===== config.mk =====
export PLATFORM = sky130hd
export DESIGN_NAME = spi_sram_responder
export DESIGN_NICKNAME = d
export VERILOG_FILES = /design/src/rtl/spi_sram_responder.sv
export SDC_FILE = /design/constraint.sdc
export NUM_CORES = 1
export LEC_CHECK = 0
export ABC_CLOCK_PERIOD_IN_PS = 4100
export BUFFER_PORTS_ARGS = -buffer_cell sky130_fd_sc_hd__buf_2
export CELL_PAD_IN_SITES_DETAIL_PLACEMENT = 0
export CELL_PAD_IN_SITES_GLOBAL_PLACEMENT = 1
export CORE_MARGIN = 8
export CORE_UTILIZATION = 40
export DETAILED_ROUTE_END_ITERATION = 10
export HOLD_SLACK_MARGIN = 0.06
export PLACE_DENSITY = 0.76
export RECOVER_POWER = 100
export SETUP_SLACK_MARGIN = 0.4
export SYNTH_ARGS = -nofsm -noshare
export SYNTH_HDL_FRONTEND = slang
export SYNTH_SLANG_ARGS = --single-unit

===== constraint.sdc =====
create_clock -name clk -period 4.1 [get_ports clk]
set_input_delay 0.205 -clock clk [delete_from_list [all_inputs] [get_ports clk]]
set_output_delay 0.205 -clock clk [all_outputs]
set_load 0.05 [all_outputs]

===== src/rtl/spi_sram_responder.sv =====
// SPI mode-0 slave that bridges READ/WRITE commands onto a single-outstanding byte memory port.
// Optional mode register (byte/page/sequential) is enabled by SPI_SRAM_RESPONDER_MODE_REG_EN.
module spi_sram_responder (
  input  logic        clk,
  input  logic        rst,
  input  logic        spi_clk,
  input  logic        spi_cs_n,
  input  logic        spi_mosi,
  output logic        spi_miso,
  output logic        spi_miso_oe,
  output logic        mem_req,
  output logic        mem_we,
  output logic [15:0] mem_addr,
  output logic [7:0]  mem_wdata,
  input  logic [7:0]  mem_rdata,
  input  logic        mem_ack,
  output logic        busy,
  output logic        underrun
);

  typedef enum logic [2:0] {
    StIdle, StCmd, StAddr, StRdData, StWrData, StModeWr, StModeRd, StDiscard
  } state_e;

  logic [2:0]  sclk_q, cs_q;
  logic [1:0]  mosi_q;
  logic [1:0]  settle_q;
  logic        armed_q;
  state_e      state_q;
  logic [3:0]  cnt_q;
  logic [7:0]  rx_q, tx_q, rd_buf_q;
  logic [15:0] addr_q;
  logic        is_rd_q, load_q, rd_valid_q, rd_stale_q;
  logic        pend_q, pend_we_q;
  logic [15:0] pend_addr_q;
  logic [7:0]  pend_wdata_q;
`ifdef SPI_SRAM_RESPONDER_MODE_REG_EN
  logic [7:0]  mode_q;
`endif

  logic        sclk_rise, sclk_fall, cs_rise, cs_fall, mosi_s;
  logic        issue, rd_out, cap, load_evt, kill_rd, in_tx, byte_mode;
  logic [7:0]  rx_next, mode_byte;
  logic [15:0] addr_shift, addr_inc;

  assign sclk_rise  = sclk_q[1] & ~sclk_q[2];
  assign sclk_fall  = ~sclk_q[1] & sclk_q[2];
  assign cs_rise    = cs_q[1] & ~cs_q[2];
  // armed_q blocks a frame start from cs_n that was already low across a reset
  assign cs_fall    = ~cs_q[1] & cs_q[2] & armed_q;
  assign mosi_s     = mosi_q[1];
  assign rx_next    = {rx_q[6:0], mosi_s};
  assign addr_shift = {addr_q[14:0], mosi_s};

  assign issue    = pend_q & ~mem_req;
  assign rd_out   = mem_req & ~mem_we & ~mem_ack;
  assign cap      = mem_req & mem_ack & ~mem_we & ~rd_stale_q & (state_q == StRdData);
  assign in_tx    = (state_q == StRdData) | (state_q == StModeRd);
  assign load_evt = sclk_fall & load_q & (state_q == StRdData);
  // Read data that can no longer be used: frame ended or the byte went out as an underrun
  assign kill_rd  = cs_rise | (load_evt & ~rd_valid_q & ~cap);
  assign spi_miso = tx_q[7];

  always_comb begin
    addr_inc  = addr_q + 16'd1;
    byte_mode = 1'b0;
    mode_byte = 8'h00;
`ifdef SPI_SRAM_RESPONDER_MODE_REG_EN
    mode_byte = mode_q;
    byte_mode = (mode_q[7:6] == 2'b00);
    if (mode_q[7:6] == 2'b10) addr_inc = {addr_q[15:5], addr_q[4:0] + 5'd1};
`endif
  end

  always_ff @(posedge clk or posedge rst) begin
    if (rst) begin
      sclk_q <= 3'b111;  cs_q <= 3'b111;  mosi_q <= 2'b11;
      settle_q <= 2'd0;  armed_q <= 1'b0;
      state_q <= StIdle; cnt_q <= 4'd0;   rx_q <= 8'h00;  tx_q <= 8'h00;
      rd_buf_q <= 8'h00; addr_q <= 16'h0000;
      is_rd_q <= 1'b0;   load_q <= 1'b0;  rd_valid_q <= 1'b0; rd_stale_q <= 1'b0;
      pend_q <= 1'b0;    pend_we_q <= 1'b0; pend_addr_q <= 16'h0000; pend_wdata_q <= 8'h00;
      mem_req <= 1'b0;   mem_we <= 1'b0;  mem_addr <= 16'h0000; mem_wdata <= 8'h00;
      spi_miso_oe <= 1'b0; busy <= 1'b0;  underrun <= 1'b0;
`ifdef SPI_SRAM_RESPONDER_MODE_REG_EN
      mode_q <= 8'h40;
`endif
    end else begin
      sclk_q <= {sclk_q[1:0], spi_clk};
      cs_q   <= {cs_q[1:0], spi_cs_n};
      mosi_q <= {mosi_q[0], spi_mosi};
      if (settle_q != 2'd3) settle_q <= settle_q + 2'd1;
      else if (cs_q[1])     armed_q  <= 1'b1;
      busy <= ~cs_q[1];

      if (mem_req & mem_ack) begin
        mem_req    <= 1'b0;
        rd_stale_q <= 1'b0;
      end else if (issue) begin
        mem_req   <= 1'b1;
        mem_we    <= pend_we_q;
        mem_addr  <= pend_addr_q;
        mem_wdata <= pend_wdata_q;
        pend_q    <= 1'b0;
      end
      if (cap) begin
        rd_valid_q <= 1'b1;
        rd_buf_q   <= mem_rdata;
      end
      if (kill_rd) begin
        if ((issue & ~pend_we_q) | rd_out) rd_stale_q <= 1'b1;
        if (pend_q & ~pend_we_q & ~issue)  pend_q     <= 1'b0;
      end

      if (cs_rise) begin
        state_q <= StIdle; spi_miso_oe <= 1'b0; tx_q <= 8'h00; load_q <= 1'b0; cnt_q <= 4'd0;
      end else if (cs_fall) begin
        state_q <= StCmd;  spi_miso_oe <= 1'b1; tx_q <= 8'h00; load_q <= 1'b0; cnt_q <= 4'd7;
        underrun <= 1'b0;  rd_valid_q <= 1'b0;
      end else begin
        if (sclk_rise) begin
          if (cnt_q != 4'd0) cnt_q <= cnt_q - 4'd1;
          case (state_q)
            StCmd: begin
              rx_q <= rx_next;
              if (cnt_q == 4'd0) begin
                case (rx_next)
                  8'h03: begin state_q <= StAddr; is_rd_q <= 1'b1; cnt_q <= 4'd15; end
                  8'h02: begin state_q <= StAddr; is_rd_q <= 1'b0; cnt_q <= 4'd15; end
`ifdef SPI_SRAM_RESPONDER_MODE_REG_EN
                  8'h01: begin state_q <= StModeWr; cnt_q <= 4'd7; end
                  8'h05: begin state_q <= StModeRd; cnt_q <= 4'd7; load_q <= 1'b1; end
`endif
                  default: state_q <= StDiscard;
                endcase
              end
            end
            StAddr: begin
              addr_q <= addr_shift;
              if (cnt_q == 4'd0) begin
                cnt_q <= 4'd7;
                if (is_rd_q) begin
                  state_q <= StRdData; load_q <= 1'b1;
                  pend_q <= 1'b1; pend_we_q <= 1'b0; pend_addr_q <= addr_shift;
                end else begin
                  state_q <= StWrData;
                end
              end
            end
            StRdData: begin
              if (cnt_q == 4'd0) begin
                cnt_q <= 4'd7;
                if (byte_mode) begin
                  state_q <= StDiscard; tx_q <= 8'h00;
                end else begin
                  addr_q <= addr_inc; load_q <= 1'b1;
                  pend_q <= 1'b1; pend_we_q <= 1'b0; pend_addr_q <= addr_inc;
                end
              end
            end
            StWrData: begin
              rx_q <= rx_next;
              if (cnt_q == 4'd0) begin
                cnt_q <= 4'd7;
                addr_q <= addr_inc;
                pend_q <= 1'b1; pend_we_q <= 1'b1; pend_addr_q <= addr_q; pend_wdata_q <= rx_next;
                if (byte_mode) state_q <= StDiscard;
              end
            end
            StModeWr: begin
              rx_q <= rx_next;
              if (cnt_q == 4'd0) begin
`ifdef SPI_SRAM_RESPONDER_MODE_REG_EN
                mode_q[7:6] <= rx_next[7:6];
`endif
                state_q <= StDiscard;
              end
            end
            StModeRd: begin
              if (cnt_q == 4'd0) begin
                cnt_q <= 4'd7; load_q <= 1'b1;
              end
            end
            default: ;
          endcase
        end

        if (sclk_fall & in_tx) begin
          if (load_q) begin
            load_q <= 1'b0;
            if (state_q == StModeRd) begin
              tx_q <= mode_byte;
            end else begin
              rd_valid_q <= 1'b0;
              if (rd_valid_q)  tx_q <= rd_buf_q;
              else if (cap)    tx_q <= mem_rdata;
              else begin
                tx_q <= 8'h00; underrun <= 1'b1;
              end
            end
          end else begin
            tx_q <= {tx_q[6:0], 1'b0};
          end
        end
      end
    end
  end

  logic unused_load_evt;
  assign unused_load_evt = load_evt;

endmodule


---- Word-level counts from Yosys, hierarchy flattened ----
Index checks and enable logic that the tools add are counted.
storage, ports and cells
  output and inout bits ................... 30
  logic and storage cells ................. 189
  register bits after elaboration ......... 116
  input bits .............................. 14
operators by class
  equality and inequality tests ........... 20
  bitwise logic cells ..................... 39
  reduce and logical (&&, ||, !) cells .... 26
  add/sub/neg operators ................... 3
  muxes and demuxes ....................... 75
operator list
  cell                                                                      number
  16-bit two-way mux                                                        4
  8-bit two-way mux                                                         7
  16-bit case mux with 3 select lines                                       1
  1-bit two-way mux                                                         41
  16-bit case mux with 2 select lines                                       1
  4-bit two-way mux                                                         7
  3-bit two-way mux                                                         8
  1-bit AND                                                                 20
  16-bit by 1-bit adder with 16-bit output (second input constant)          1
  8-bit by 2-bit equality test with 1-bit output (second input constant)    2
  1-bit NOT                                                                 16
  5-bit AND reduction                                                       3
  2-bit inequality test (second input constant)                             6
  4-bit inequality test (second input constant)                             3
  6-bit AND reduction                                                       2
  2-bit nonzero test                                                        6
  3-bit equality test (second input constant)                               3
  3-bit case mux with 3 select lines                                        1
  3-bit nonzero test                                                        3
  4-bit case mux with 2 select lines                                        1
  8-bit AND reduction                                                       1
  3-bit by 2-bit equality test with 1-bit output (second input constant)    2
  2-bit by 1-bit inequality test with 1-bit output (second input constant)  3
  1-bit case mux with 2 select lines                                        3
  other kinds (13)                                                          18

---- Longest topological paths before layout ----
  word-level depth ........................ 14
  depth in mapped cells ................... 10
  gate-level depth less buffers ........... 10

---- Least setup slack after synthesis ----
No wires, ideal clock.
  path type ............................... reg-to-reg
  from .................................... register cnt_q[0]
  to ...................................... register is_rd_q
  cell stages (with the launch flop) ...... 9
  clock period less this slack ............ 1.910 ns
  data arrival time ....................... 1.785 ns
  buffers on the path ..................... 0
  path slack .............................. 2.190 ns
  required time ........................... 3.975 ns
  setup time .............................. 0.125 ns
  path through ............................ dfrtp_1 -> inv_1 -> ha_1 -> nor3b_4 -> inv_2 -> nor2_2 -> nand2_1 -> nor4_1 -> mux2_2
on the way
  word-level cells in the longest chain between the ends .. 2
RTL lines
  item                           RTL line  RTL
  start, declared                30        logic [3:0] cnt_q;
  start signal, assigned         122       if (cnt_q != 4'd0) cnt_q <= cnt_q - 4'd1;
  4-bit logical NOT              126       if (cnt_q == 4'd0) begin
  6-bit AND reduction (no line)  n/a
  end signal, assigned           81        is_rd_q <= 1'b0; load_q <= 1'b0; rd_valid_q <= 1'b0; rd_stale_q <= 1'b0;
  end signal, assigned           128       8'h03: begin state_q <= StAddr; is_rd_q <= 1'b1; cnt_q <= 4'd15; end
  end signal, assigned           129       8'h02: begin state_q <= StAddr; is_rd_q <= 1'b0; cnt_q <= 4'd15; end
  end, declared                  33        logic is_rd_q, load_q, rd_valid_q, rd_stale_q;
Every way passes these cells.
A chain may end at the register's enable or synchronous reset.

---- Worst setup path after layout ----
  from .................................... register state_q[2]
  to ...................................... register addr_q[14]
on the way
  word-level cells in the longest chain between the ends .. 4
  elaborated cells between the ends (all ways) .. 8
  classes of those cells .................. eq/ne (4); mux (1); reduce/logical (3)
RTL lines
  item                                                                                              RTL line  RTL
  start, declared                                                                                   29        state_e state_q;
  start signal, assigned                                                                            134       default: state_q <= StDiscard;
  start signal, assigned                                                                            146       state_q <= StWrData;
  start signal, assigned                                                                            167       if (byte_mode) state_q <= StDiscard;
  3-bit by 2-bit equality test with 1-bit output or 3-bit equality test (tied branches)             123       case (state_q)
  2-bit OR reduction (no line)                                                                      n/a
  2-bit by 1-bit inequality test with 1-bit output (no line) or 2-bit nonzero test (tied branches)  n/a
  5-bit AND reduction (no line)                                                                     n/a
  end signal, assigned                                                                              139       addr_q <= addr_shift;
  end signal, assigned                                                                              165       addr_q <= addr_inc;
  end, declared                                                                                     32        logic [15:0] addr_q;
Several ways; a longest one is shown, not always the timed one.

==> results.tsv <==
stage	metric	value	unit
timing	TNS Setup	0	ns
detailed_routing	DRC viols	0	
timing	RSZ-0062 raised after global routing	false	
clock_network	CTS tree	built	
power	PD cells	443	nW/um2
power	Peak VDD IR	0.277	mV
detailed_routing	Vias per Instance	5.69	
timing	final setup fails	0	
detailed_routing	total wire length	14100	um
clock_network	total CTS buffers	17	
timing	max frequency	303	MHz
place	DP Worst Slack	1.21	ns
clock_network	Setup Buffers After CTS	0	
die	DIE WIDTH	137	um
finish	nets@finish	631	
detailed_routing	routed len/inst	17.5	um
timing	Setup WS post-layout	0.802	ns
synth	Post-Syn Area	5890	um2
power	Leak Pwr	2.94	nW
worst_setup_path	Crit. End Element	flip-flop	
power	Seq pwr share	42.1	%
die	io pins	44	
detailed_routing	TritonRoute pass-1 iters	5	
place	Post-DP HPWL	9550	um
worst_setup_path	CP Data Arrival Time	3.62	ns
place	routability cong.	0.885	
status	failing checks	capacitance limit, slew limit	
finish	layout cells sized above 1	18.4	%
worst_setup_path	WP buf/inv	0	
timing	Final Skew	0.0135	ns
finish	area delta synth->final	15.3	%
die	Core Area	14500	um2
synth	sequential area share after synthesis	49.4	%
power	Net Sw Frac	24.8	%
synth	Ys Warns	0	
timing	final cycle utilization of the critical path	80.4	%
status	status	finished, violations left	
synth	biggest area consumer among synthesized cells	dfrtp_1	
synth	synthesis-stage register bit count	116	
die	full die area	18900	um2
worst_setup_path	critical-path cell list	nor3b_1, nor2_2, o211ai_1, a21oi_1, a211oi_2	
die	Initial Util	40.7	%
clock_network	root buf cell	clkbuf_16	
clock_network	clock sinks	116	
timing	Slew Limit Fails	86	
worst_setup_path	startpoint type of the worst setup path	flip-flop	
timing	Worst Tran Pin Value	3.16	ns
synth	Post-synth EDFFs	0	
synth	syn nets	597	
detailed_routing	DRT iter0 DRCs	360	
place	Placed Area	6140	um2
die	DIE HEIGHT	137	um
synth	syn_area_per_cell	10.2	um2
global_routing	grt ovf	0	
finish	Final Instance Area	6790	um2
worst_setup_path	crit-path max cell delay	1.08	ns
worst_setup_path	Worst EP required	4.43	ns
synth	Yosys top cell area share	45.9	%
detailed_routing	via count	4608	
worst_setup_path	crit-path leading delay family	simple AND/OR/NAND/NOR gates	
global_routing	initial antenna violation count	0	
hold_path	Hold Path Class	reg -> reg	
worst_setup_path	crit-path max FO	31	
clock_network	maximum clock path buffer count	2	
synth	synth unique cells	69	
clock_network	clock-pin slew on the worst setup and hold paths	0.06	ns
global_routing	first-pass GRT wire length	23700	um
worst_setup_path	CP max stage cell	nor3b_1	
synth	Cells after Synth	579	
finish	ant diodes	0	
detailed_routing	remaining antenna violation count	0	
power	Int Pwr	2.26	mW
global_routing	largest net degree at the start of global routing	86	
power	Gate power share	7.1	%
clock_network	H-tree levels	4	
global_routing	Overall Global Routing Usage	15.9	%
flow_run	maxcap violations	1	
timing	Final Hold Viols	0	
timing	final critical-path required period	3.30	ns
global_routing	vias in the first global route	4589	
die	Row Count	44	
synth	top area cells in the synthesized netlist	dfrtp_1 46%, mux2_2 9.6%, a21oi_1 3.7%, dfstp_2 3.6%, nand2_1 3.4%	
timing	normalized max-slew margin	-111	%
synth	Synth Flop Type	dfrtp_1	
place	PortBufs	43	
power	NetSw	0.746	mW
worst_setup_path	worst setup path category	reg -> reg	
clock_network	clock latency on the worst-skew pair	0.42	ns
synth	ys async rst share	100	%
power	clock share of power	50.9	%
## state kept, by name, indices dropped and copies added, names as in the netlist, 4 cells and up
signal        cells
mem_wdata         8
cnt_q             4
rd_buf_q          8
pend_wdata_q      8
tx_q              8
mem_addr         16
pend_addr_q      16
addr_q           16
rx_q              7
## placed cells by master (no fill, tap or decap), types with 4 or more instances in the layout
cell type	count
o22ai_1	6
xnor2_1	5
mux2i_1	4
o21ai_0	39
and3_1	4
clkbuf_1	30
a211oi_1	12
ha_1	4
dlygate4sd3_1	12
a2bb2oi_1	5
a21oi_1	44
nor3_1	7
nor2_1	37
nand3_1	17
a21o_1	4
inv_1	26
dfrtp_1	108
nor4_1	8
mux2_2	49
clkbuf_16	17
nand2b_1	5
nand2_1	54
o211ai_1	4
buf_2	13
a221oi_1	12
a311oi_1	8
dfstp_2	6
a31oi_1	6
nor2b_1	7
## cell families after synthesis
family / count (synthesis) / share of synthesized area, %
simple gates: 166 / 14.9
mux: 54 / 10.2
xor+xnor: 8 / 1.19
flops: 116 / 49.4
fa+ha+maj: 4 / 0.850
buf+inv: 67 / 5.16
compound gates: 164 / 18.2
## stage by stage
step                      total power, mW  cells  util, %  hold WS [ns]
after floorplan                      1.43    579        -         0.209
after global placement               1.48    766     42.4         0.310
after detailed placement             1.50    766     42.4         0.311
after CTS                            3.05    810     47.5        0.0852
after global routing                 3.11    810     46.9         0.360
final                                3.00    810     46.9         0.358
## synthesized netlist by cell type, drive strengths merged (5+ instances only)
cell / number
a211oi: 13
a21oi: 45
a221oi: 12
a2bb2oi: 5
a311oi: 8
a31oi: 6
buf: 22
clkbuf: 19
dfrtp: 108
dfstp: 8
inv: 26
mux2: 50
nand2: 54
nand2b: 5
nand3: 17
nand4: 5
nor2: 39
nor2b: 7
nor3: 8
nor4: 9
o21ai: 40
o22ai: 6
xnor2: 5
## per-layer routing
layer / vias to the layer above / share of wire, % / GRT usage [%]
met3: 25 / 4.7 / 4.05
met4: 0 / 1.9 / 6.58
li1: 2179 / - / -
met1: 2271 / 44 / 20.1
met2: 133 / 49 / 25.2
met5: - / 0 / 0
## what timing repair did
item | in CTS | in global routing
hold buffers | 12 | 0
hold endpoints to repair | 12 | 0
endpoints found under the setup margin | 0 | 0
resized for setup | 0 | 0
## layout make-up
| cell class | instances | area [um2] |
|---|---|---|
| Clock inverter | 14 | 175 |
| Timing Repair Buffer | 56 | 305 |
| Sequential cell | 116 | 2910 |
| Fill cell | 1392 | 7690 |
| Inverter | 26 | 97.6 |
| Multi-Input combinational cell | 396 | 2630 |
| Clock buffer | 18 | 439 |
| Tap cell | 184 | 230 |
## final timing paths
check	startpoint	end	slack [ns]	depth (start not counted)
setup / recovery	state_q[2]	addr_q[14]	0.80	5
setup reg to reg	state_q[2]	addr_q[14]	0.80	5
max in group asynchronous	rst	addr_q[10]	1.36	2
min in group asynchronous	rst	mem_wdata[1]	0.92	2
hold reg to reg	sclk_q[0]	sclk_q[1]	0.36	0
hold / removal	sclk_q[0]	sclk_q[1]	0.36	0
## power by group through the flow
| stage | Clock [mW] | Sequential, mW | Combinational [mW] |
|---|---|---|---|
| finish | 1.53 | 1.26 | 0.212 |
| global route | 1.60 | 1.27 | 0.242 |
| CTS | 1.56 | 1.26 | 0.221 |
| detailed placement | 0 | 1.29 | 0.211 |
| global placement | 0 | 1.28 | 0.204 |
| floorplan | 0 | 1.25 | 0.181 |
(Power assumes the default switching activity.)
